## config.mk

```make
export PLATFORM = sky130hd
export DESIGN_NAME = clk_gen_prog_downsampler
export DESIGN_NICKNAME = d
export VERILOG_FILES = /design/src/rtl/clk_gen_prog_downsampler.sv
export SDC_FILE = /design/constraint.sdc
export NUM_CORES = 1
export LEC_CHECK = 0
export CORE_UTILIZATION = 46
export CTS_CLUSTER_DIAMETER = 150
export DETAILED_ROUTE_END_ITERATION = 10
export PLACE_DENSITY_LB_ADDON = 0.08
export SLEW_MARGIN = 10
export SYNTH_ARGS = -nofsm -noshare
export SYNTH_HDL_FRONTEND = slang
export SYNTH_SLANG_ARGS = --single-unit
```

## constraint.sdc

```tcl
create_clock -name clk_i -period 1.55 [get_ports clk_i]
set_input_delay 0.2325 -clock clk_i [delete_from_list [all_inputs] [get_ports clk_i]]
set_output_delay 0.2325 -clock clk_i [all_outputs]
set_load 0.03 [all_outputs]
```

## src/rtl/clk_gen_prog_downsampler.sv

```systemverilog
// rtl/clk_gen_prog_downsampler.sv - runtime-programmable even-ratio clock divider with glitch-free start/stop
module clk_gen_prog_downsampler #(
  parameter int                 WIDTH_P     = 8,
  parameter logic [WIDTH_P-1:0] RESET_DIV_P = '0
) (
  input  logic               clk_i,
  input  logic               reset_i,
  input  logic               en_i,
  input  logic               cfg_v_i,
  input  logic [WIDTH_P-1:0] cfg_data_i,
  output logic               cfg_ready_o,
  output logic               clk_r_o,
  output logic               tick_o,
  output logic [WIDTH_P-1:0] div_o
);

  localparam logic [WIDTH_P-1:0] ONE = {{(WIDTH_P-1){1'b0}}, 1'b1};

  logic [WIDTH_P-1:0] ctr_r;
  logic [WIDTH_P-1:0] div_r;
  logic [WIDTH_P-1:0] pend_val_r;
  logic               pending_r;
  logic               clk_r;
  logic               tick_r;

  logic running;
  logic term;

  // A high phase always runs to completion, so the output only parks while low.
  always_comb begin
    running = en_i | clk_r;
    term    = running & (ctr_r == div_r);
  end

  always_ff @(posedge clk_i) begin
    if (reset_i) begin
      ctr_r      <= '0;
      div_r      <= RESET_DIV_P;
      pend_val_r <= '0;
      pending_r  <= 1'b0;
      clk_r      <= 1'b0;
      tick_r     <= 1'b0;
    end else begin
      if (running) begin
        if (term) begin
          ctr_r <= '0;
          clk_r <= ~clk_r;
          if (pending_r) begin
            div_r     <= pend_val_r;
            pending_r <= 1'b0;
          end
        end else begin
          ctr_r <= ctr_r + ONE;
        end
      end else begin
        ctr_r <= '0;
        if (pending_r) begin
          div_r     <= pend_val_r;
          pending_r <= 1'b0;
        end
      end

      tick_r <= term & ~clk_r;

      // Accept only while nothing is pending; never collides with an apply.
      if (cfg_v_i && !pending_r) begin
        pend_val_r <= cfg_data_i;
        pending_r  <= 1'b1;
      end
    end
  end

  assign cfg_ready_o = ~pending_r;
  assign clk_r_o     = clk_r;
  assign tick_o      = tick_r;
  assign div_o       = div_r;

endmodule

```

---- Word level (Yosys, flattened, before mapping) ----
Cells that the tools add are included.
storage, ports and cells
  word-level logic and storage cells ...... 26
  register bits after elaboration ......... 27
  output and inout bits ................... 11
  bits of input ports ..................... 12
cells by class
  reductions and logical operators ........ 4
  bitwise operators ....................... 6
  add/sub/neg operators ................... 1
  equality and inequality tests ........... 3
  multiplexer cells ....................... 6
operator list
  cell                 number
  $mux 8               3
  $add 8x1->8 const B  1
  $eq 8x8->1           1
  $mux 1               3
  $ne 3x1->1 const B   1
  $not 1->1            3
  $reduce_or 3->1      1
  $and 1x1->1          2
  $ne 2x1->1 const B   1
  $reduce_and 2->1     1
  $logic_and 1x1->1    1
  $logic_not 1->1      1
  $or 1x1->1           1

---- Longest topological paths before layout ----
Gate-level depths: netlist of the first run.
  depth after elaboration ................. 5
  mapped depth ............................ 5
  mapped depth without buffers ............ 5

---- Worst setup path before layout of the first run ----
No wires, ideal clock.
  path kind ............................... reg2reg
  from .................................... register div_r[2] (netlist: div_o[2])
  to ...................................... register div_r[0] (netlist: div_o[0])
  required time ........................... 1.455 ns
  setup time .............................. 0.095 ns
  cell stages (with the launch flop) ...... 6
  setup slack ............................. -0.101 ns
  data arrival time ....................... 1.555 ns
  clock period less this slack ............ 1.651 ns
  path buffers ............................ 1
  path through ............................ dfxtp_1 xnor2_1 nand4_1 buf_2 or4_1 o311ai_1
on the way
  cells in the longest elaborated chain, start to end .. 3
ends and longest elaborated chain
  what                         RTL line  RTL
  start, declared              20        logic [WIDTH_P-1:0] div_r;
  start signal, assigned       49        div_r <= pend_val_r;
  start signal, assigned       58        div_r <= pend_val_r;
  $eq 8x8->1                   32        term = running & (ctr_r == div_r);
  $and 1x1->1                  32
  $ne 2x1->1 (no source line)  -
Every way passes these cells.
A chain may end at the register's enable or synchronous reset.

---- Final worst setup path of the first run ----
  from .................................... register div_r[1] (netlist: div_o[1])
  to ...................................... register div_r[6] (netlist: div_o[6])
The elaborated chain is that of the path after synthesis.

==> results.md, run 1 <==
* Final Instance Area at 1810 um^2
* Critical Path Sink Type: flip-flop
* Routed len/inst at 14.8 um
* Fin util at 71.2%
* Vias in the first global route at 1142
* Worst-path clk slew at 140 ps
* Hold Buf Count CTS at 0
* Via count at 1311
* Area growth syn-to-layout at 41.8%
* RSZ-0062 raised after global routing: true
* Max-slew headroom at 48.1%
* Worst stage delay on the critical path at 480 ps
* Commonest cells after routing, fill and taps aside: 35 x nand2_1, 20 x buf_4, 15 x dfxtp_1
* # placed instances at 216
* Io pins at 23
* F_max at 651 MHz
* 1st-iter DRT viols at 22
* Share of post-route cells with drive strength above 1 at 29.7%
* CP max stage cell: or4_4
* Global route overflow at 0
* Layout Skew at 5.21 ps
* CP Data Required Time at 1780 ps
* First-pass GRT wire length at 5.06 mm
* Die Width at 54.7 um
* Vias per inst at 5.83
* Tot Pwr at 1.79 mW
* Routed Antenna Nets at 0
* Pwr dens at 986 nW/um^2
* Worst-Skew Late Latency at 320 ps
* CTS Buffer Depth at 2
* MaxCap Viol Count at 0
* Dpl hpwl at 2.21 mm
* Initial antenna violation count at 0
* Hold crit path type: input port to flip-flop
* Fin. Hold Viols at 0
* Worst path cell trace: xnor2_2 > nand4_1 > buf_6 > or4_4 > o311ai_2
* Largest net degree at the start of global routing at 18
* DP Area at 1650 um^2
* Drt drc at 0
* Worst Max-Slew Pin Slew at 778 ps
* P_leak at 0.673 nW
* Final Setup Violations at 0
* Die Ht at 54.7 um
* # port buffers at 22
* Die area at 2990 um^2
* RePlAce Congestion at 0.718
* Initial Util at 50.2%
* Synthesized Nets at 169
* Synth Warn # at 0
* Htree depth at 1
* # rows at 18
* Final Slew Violations at 0
* Core ar. at 2540 um^2
* Overall routed net length at 3.33 mm
* Post-layout min period at 1540 ps
* Cell variety after synth at 28
* WS Path Type: flip-flop to flip-flop
* Syn_area_per_cell at 8.19 um^2
* Critical path arrival at 1770 ps
* ANT cells at 0
* Fin crit share at 99.1%
* 1st-pass router iterations at 4
* Peak VDD IR at 712 uV
* #FFs+latches synth at 27
* Outcome: finished clean
* Fin Setup TNS at 0 ps
* Cts bufs inserted at 3
* All-Layer GR Usage at 23.1%
* Fill cells at 220
* Most common cell after layout, fill and taps aside: nand2_1
* Crit path launch type: flip-flop
* TritonCTS clock tree: yes
* Synthesized area at 1280 um^2
* Sink Count at 27
* Sequential-to-total area share from yosys stat at 42.3%
* Clock Root Buffer: clkbuf_4
* NumNets Final at 209
* Peak fanout along the critical path at 12
* Non-Filler Instances at 225
* Cells after Synth at 156
## cell families after synthesis
family                   synth area share, %
buffers and inverters                   4.41
flip-flops                              42.3
AO/OA/AOI/OAI                           14.3
AND/OR/NAND/NOR                         28.4
XOR/XNOR                                9.60
adder cells (fa/ha/maj)                0.979
## synth_stat cells (all sizes together)
master	instances	area (um^2)
nor4	7	43.8
xor2	2	17.5
nor2b	2	12.5
a21oi	10	50.1
nand2	35	131
or2	1	6.26
nand4	2	12.5
or4	8	60.1
nor2	3	11.3
nor4b	1	8.76
o211ai	1	7.51
o311ai	8	70.1
buf	6	30.0
a31oi	8	50.1
ha	1	12.5
nor3	9	45.0
o21ai	1	5.00
and3	2	12.5
xnor2	12	105
or3b	1	8.76
clkbuf	5	18.8
dfxtp	27	541
nand3	2	10.0
clkinv	1	3.75
inv	1	3.75
## through the flow
step | setup WS (ps) | hold slack [ps]
2_1_floorplan | 17.5 | 368
3_3_place_gp | -312 | 443
3_5_place_dp | -318 | 448
4_1_cts | 3.37 | 427
5_1_grt | -33.0 | 449
6_report | 14.2 | 437
## worst max-delay path, delay by kind of cell (launching register included)
kind | cells | cell delay, ps
AOI/OAI and AO/OA | 1 | 90
xor gates and xnor gates | 1 | 130
buffers and inverters | 1 | 180
DFF | 1 | 410
and+or+nand+nor | 2 | 630
## sequential cells by signal (all words and copies together), names as in the netlist
register / flops
ctr_r: 8
div_o: 8
pend_val_r: 8
clk_r_o: 1
pending_r: 1
tick_o: 1
## area by class of cell
cell class / instances / area [um^2] / share of cell area (%)
Multi-Input combinational cell: 116 / 772 / 42.6
Sequential cell: 27 / 558 / 30.8
Timing Repair Buffer: 46 / 410 / 22.7
Tap cell: 30 / 37.5 / 2.07
Clock buffer: 4 / 26.3 / 1.45
Inverter: 2 / 7.51 / 0.414
## what timing repair did
item,4_1_cts,5_1_grt
resized for setup,15,23
pin swaps,0,10
setup buffers,1,3
endpoints found under the setup margin,14,8
cloned,0,1
## per-layer routing
layer  vias up  global-route usage, %  wire, um
met5         -                      0         0
met4         0                   8.97        90
met3        11                   3.89       151
met2        39                   38.4      1720
met1       613                   29.4      1370
li1        648                      -         -
## power by group
part           leakage [nW]  total, mW  internal (mW)  switching (mW)
Combinational         0.432      0.696          0.288           0.408
Clock                0.0150      0.303          0.101           0.203
Sequential            0.226      0.787          0.747          0.0405
## worst paths after layout
kind                               startpoint             to  slack (ps)  cells past startpoint
worst min register to register  pend_val_r[0]  pend_val_r[0]         470                      2
worst max-delay path                 div_o[1]       div_o[6]          10                      5
worst max register to register       div_o[1]       div_o[6]          10                      5
worst min-delay path            cfg_data_i[2]  pend_val_r[2]         440                      3
Power figures use the tool's default switching activity.
==> inputs of run 2 (changes only) <==
Settings changed: GPL_ROUTABILITY_DRIVEN from default to 0.
==> results of run 2 <==
Same layout as run 1: the final DEF is identical, and so are final timing and power.
==> inputs of run 3 (changes only) <==
Settings changed: SETUP_SLACK_MARGIN from default to 0.1.
==> run 3 against run 2 <==
Net effect:
- clock skew decreased by 0.80 ps
- via count down 2.9%
- global-route usage shrank 0.76 points
- combinational power fell by 2.9%
- sequential share of layout area increased by 0.75 points
- sequential power hardly changed
- critical endpoint is now div_o[2]
- final cell count fell by 1.8%
- setup slack got worse by 1.6 ps
- wire length shrank 5.7%
- hold slack better by 4.6 ps
==> results.md, run 3 (synthesis results as in run 1) <==
* TritonCTS clock tree: yes
* RSZ-0062 raised after global routing: true
* Die area at 2990 um^2 (unchanged)
* MaxCap Viol Count at 0 (unchanged)
* Worst-Skew Late Latency at 320 ps (about the same)
* Outcome: finished clean
* Fin Setup TNS at 0 ps (unchanged)
* Final Slew Violations at 0 (unchanged)
* Post-layout min period at 1540 ps (+1.56 ps)
* Fin. Hold Viols at 0 (unchanged)
* Fin crit share at 99.2% (+0.10 points)
* Final Setup Violations at 0 (unchanged)
* Crit path launch type: flip-flop
* Die Width at 54.7 um (unchanged)
* 1st-iter DRT viols at 32 (+45%)
* CP Data Required Time at 1770 ps (about the same)
* Max-slew headroom at 47.8% (-0.35 points)
* Drt drc at 0 (unchanged)
* # port buffers at 22 (unchanged)
* Fill cells at 212 (-3.6%)
* Pwr dens at 964 nW/um^2 (-2.3%)
* Most common cell after layout, fill and taps aside: nand2_1
* ANT cells at 0 (unchanged)
* Htree depth at 1 (unchanged)
* Peak fanout along the critical path at 12 (unchanged)
* Area growth syn-to-layout at 42.8%
* Register area at 576 um^2 (+3.1%)
* Dpl hpwl at 2.13 mm (-3.7%)
* Hold Buf Count CTS at 0 (unchanged)
* DP Area at 1660 um^2 (+0.61%)
* Critical path arrival at 1760 ps (about the same)
* Vias per inst at 5.76 (-1.1%)
* Critical Path Sink Type: flip-flop
* Final Instance Area at 1820 um^2 (+0.69%)
* F_max at 650 MHz (-0.10%)
* Core ar. at 2540 um^2 (unchanged)
* Die Ht at 54.7 um (unchanged)
* Largest net degree at the start of global routing at 27 (+9)
* Worst-path clk slew at 140 ps (about the same)
* All-Layer GR Usage at 22.3% (-0.76 points)
* Vias in the first global route at 1067 (-6.6%)
* Share of post-route cells with drive strength above 1 at 29.3% (-0.42 points)
* WS Path Type: flip-flop to flip-flop
* Hold crit path type: input port to flip-flop
* CTS Buffer Depth at 2 (unchanged)
* Initial Util at 50.2% (unchanged)
* Clock Root Buffer: clkbuf_4
* Area of the multi-input gates at 787 um^2 (+1.9%)
* Via count at 1273 (-2.9%)
* Routed Antenna Nets at 0 (unchanged)
* NumNets Final at 205 (-1.9%)
* Sink Count at 27 (unchanged)
* Routed len/inst at 14.2 um (-4.0%)
* P_leak at 0.651 nW (-3.3%)
* First-pass GRT wire length at 4.72 mm (-6.8%)
* Commonest cells after routing, fill and taps aside: 35 x nand2_1, 15 x dfxtp_1, 15 x buf_4
* 1st-pass router iterations at 4 (unchanged)
* Worst Max-Slew Pin Slew at 783 ps (+5.22 ps)
* Overall routed net length at 3.14 mm (-5.7%)
* Global route overflow at 0 (unchanged)
* # rows at 18 (unchanged)
* Layout Skew at 4.41 ps (-0.795 ps)
* Cts bufs inserted at 3 (unchanged)
* Io pins at 23 (unchanged)
* Initial antenna violation count at 0 (unchanged)
* Peak VDD IR at 679 uV (-4.6%)
[run 3: power by group]
| part | leakage [nW] | internal [mW] | switching (mW) | total (mW) |
|---|---|---|---|---|
| logic | 0.408 | 0.275 | 0.401 | 0.676 |
| registers | 0.228 | 0.741 | 0.0447 | 0.786 |
| clock network | 0.0150 | 0.101 | 0.195 | 0.296 |
[run 3: timing repair]
item / 4_1_cts / 5_1_grt
gates resized for setup: 14 / 27
endpoints found under the setup margin: 22 / 20
pin swaps: 0 / 13
cloned: 0 / 1
setup buffers: 1 / 2
[run 3: layout make-up]
cell class | count | share of cell area (%)
Clock buffer | 4 | 1.44
Inverter | 2 | 0.412
Multi-Input combinational cell | 116 | 43.1
Sequential cell | 27 | 31.6
Tap cell | 30 | 2.06
Timing Repair Buffer | 42 | 21.4
[run 3: metrics by stage]
| step | utilization (%) | hold WS, ps | setup WS [ps] | cells | power, mW |
|---|---|---|---|---|---|
| 3_5_place_dp | 65.3 | 447 | -356 | 213 | 1.38 |
| 4_1_cts | 66.6 | 428 | 24.4 | 218 | 1.67 |
| 2_1_floorplan | - | 368 | 62.2 | 156 | 1.13 |
| 5_1_grt | 71.7 | 440 | -55.3 | 221 | 1.85 |
| 3_3_place_gp | 65.3 | 444 | -296 | 213 | 1.37 |
| 6_report | 71.7 | 442 | 12.7 | 221 | 1.76 |
[run 3: critical path, stage by stage, from the launching register on]
cell	delay (ps)
dfxtp_4	390
xnor2_2	160
nand4_1	140
buf_6	170
or4_1	480
o311ai_1	100
[run 3: final timing paths]
check	from	to	slack, ps	depth (start not counted)
max	div_o[6]	div_o[2]	10	5
min	cfg_data_i[0]	pend_val_r[0]	440	3
max reg2reg	div_o[6]	div_o[2]	10	5
min reg2reg	pend_val_r[2]	pend_val_r[2]	460	2
[run 3: routing by layer]
layer	vias to the layer above	routed length, um	GRT usage, %
li1	637	-	-
met1	594	1360	27.3
met2	40	1620	39.8
met3	2	142	2.50
met4	0	15	7.69
met5	-	0	0
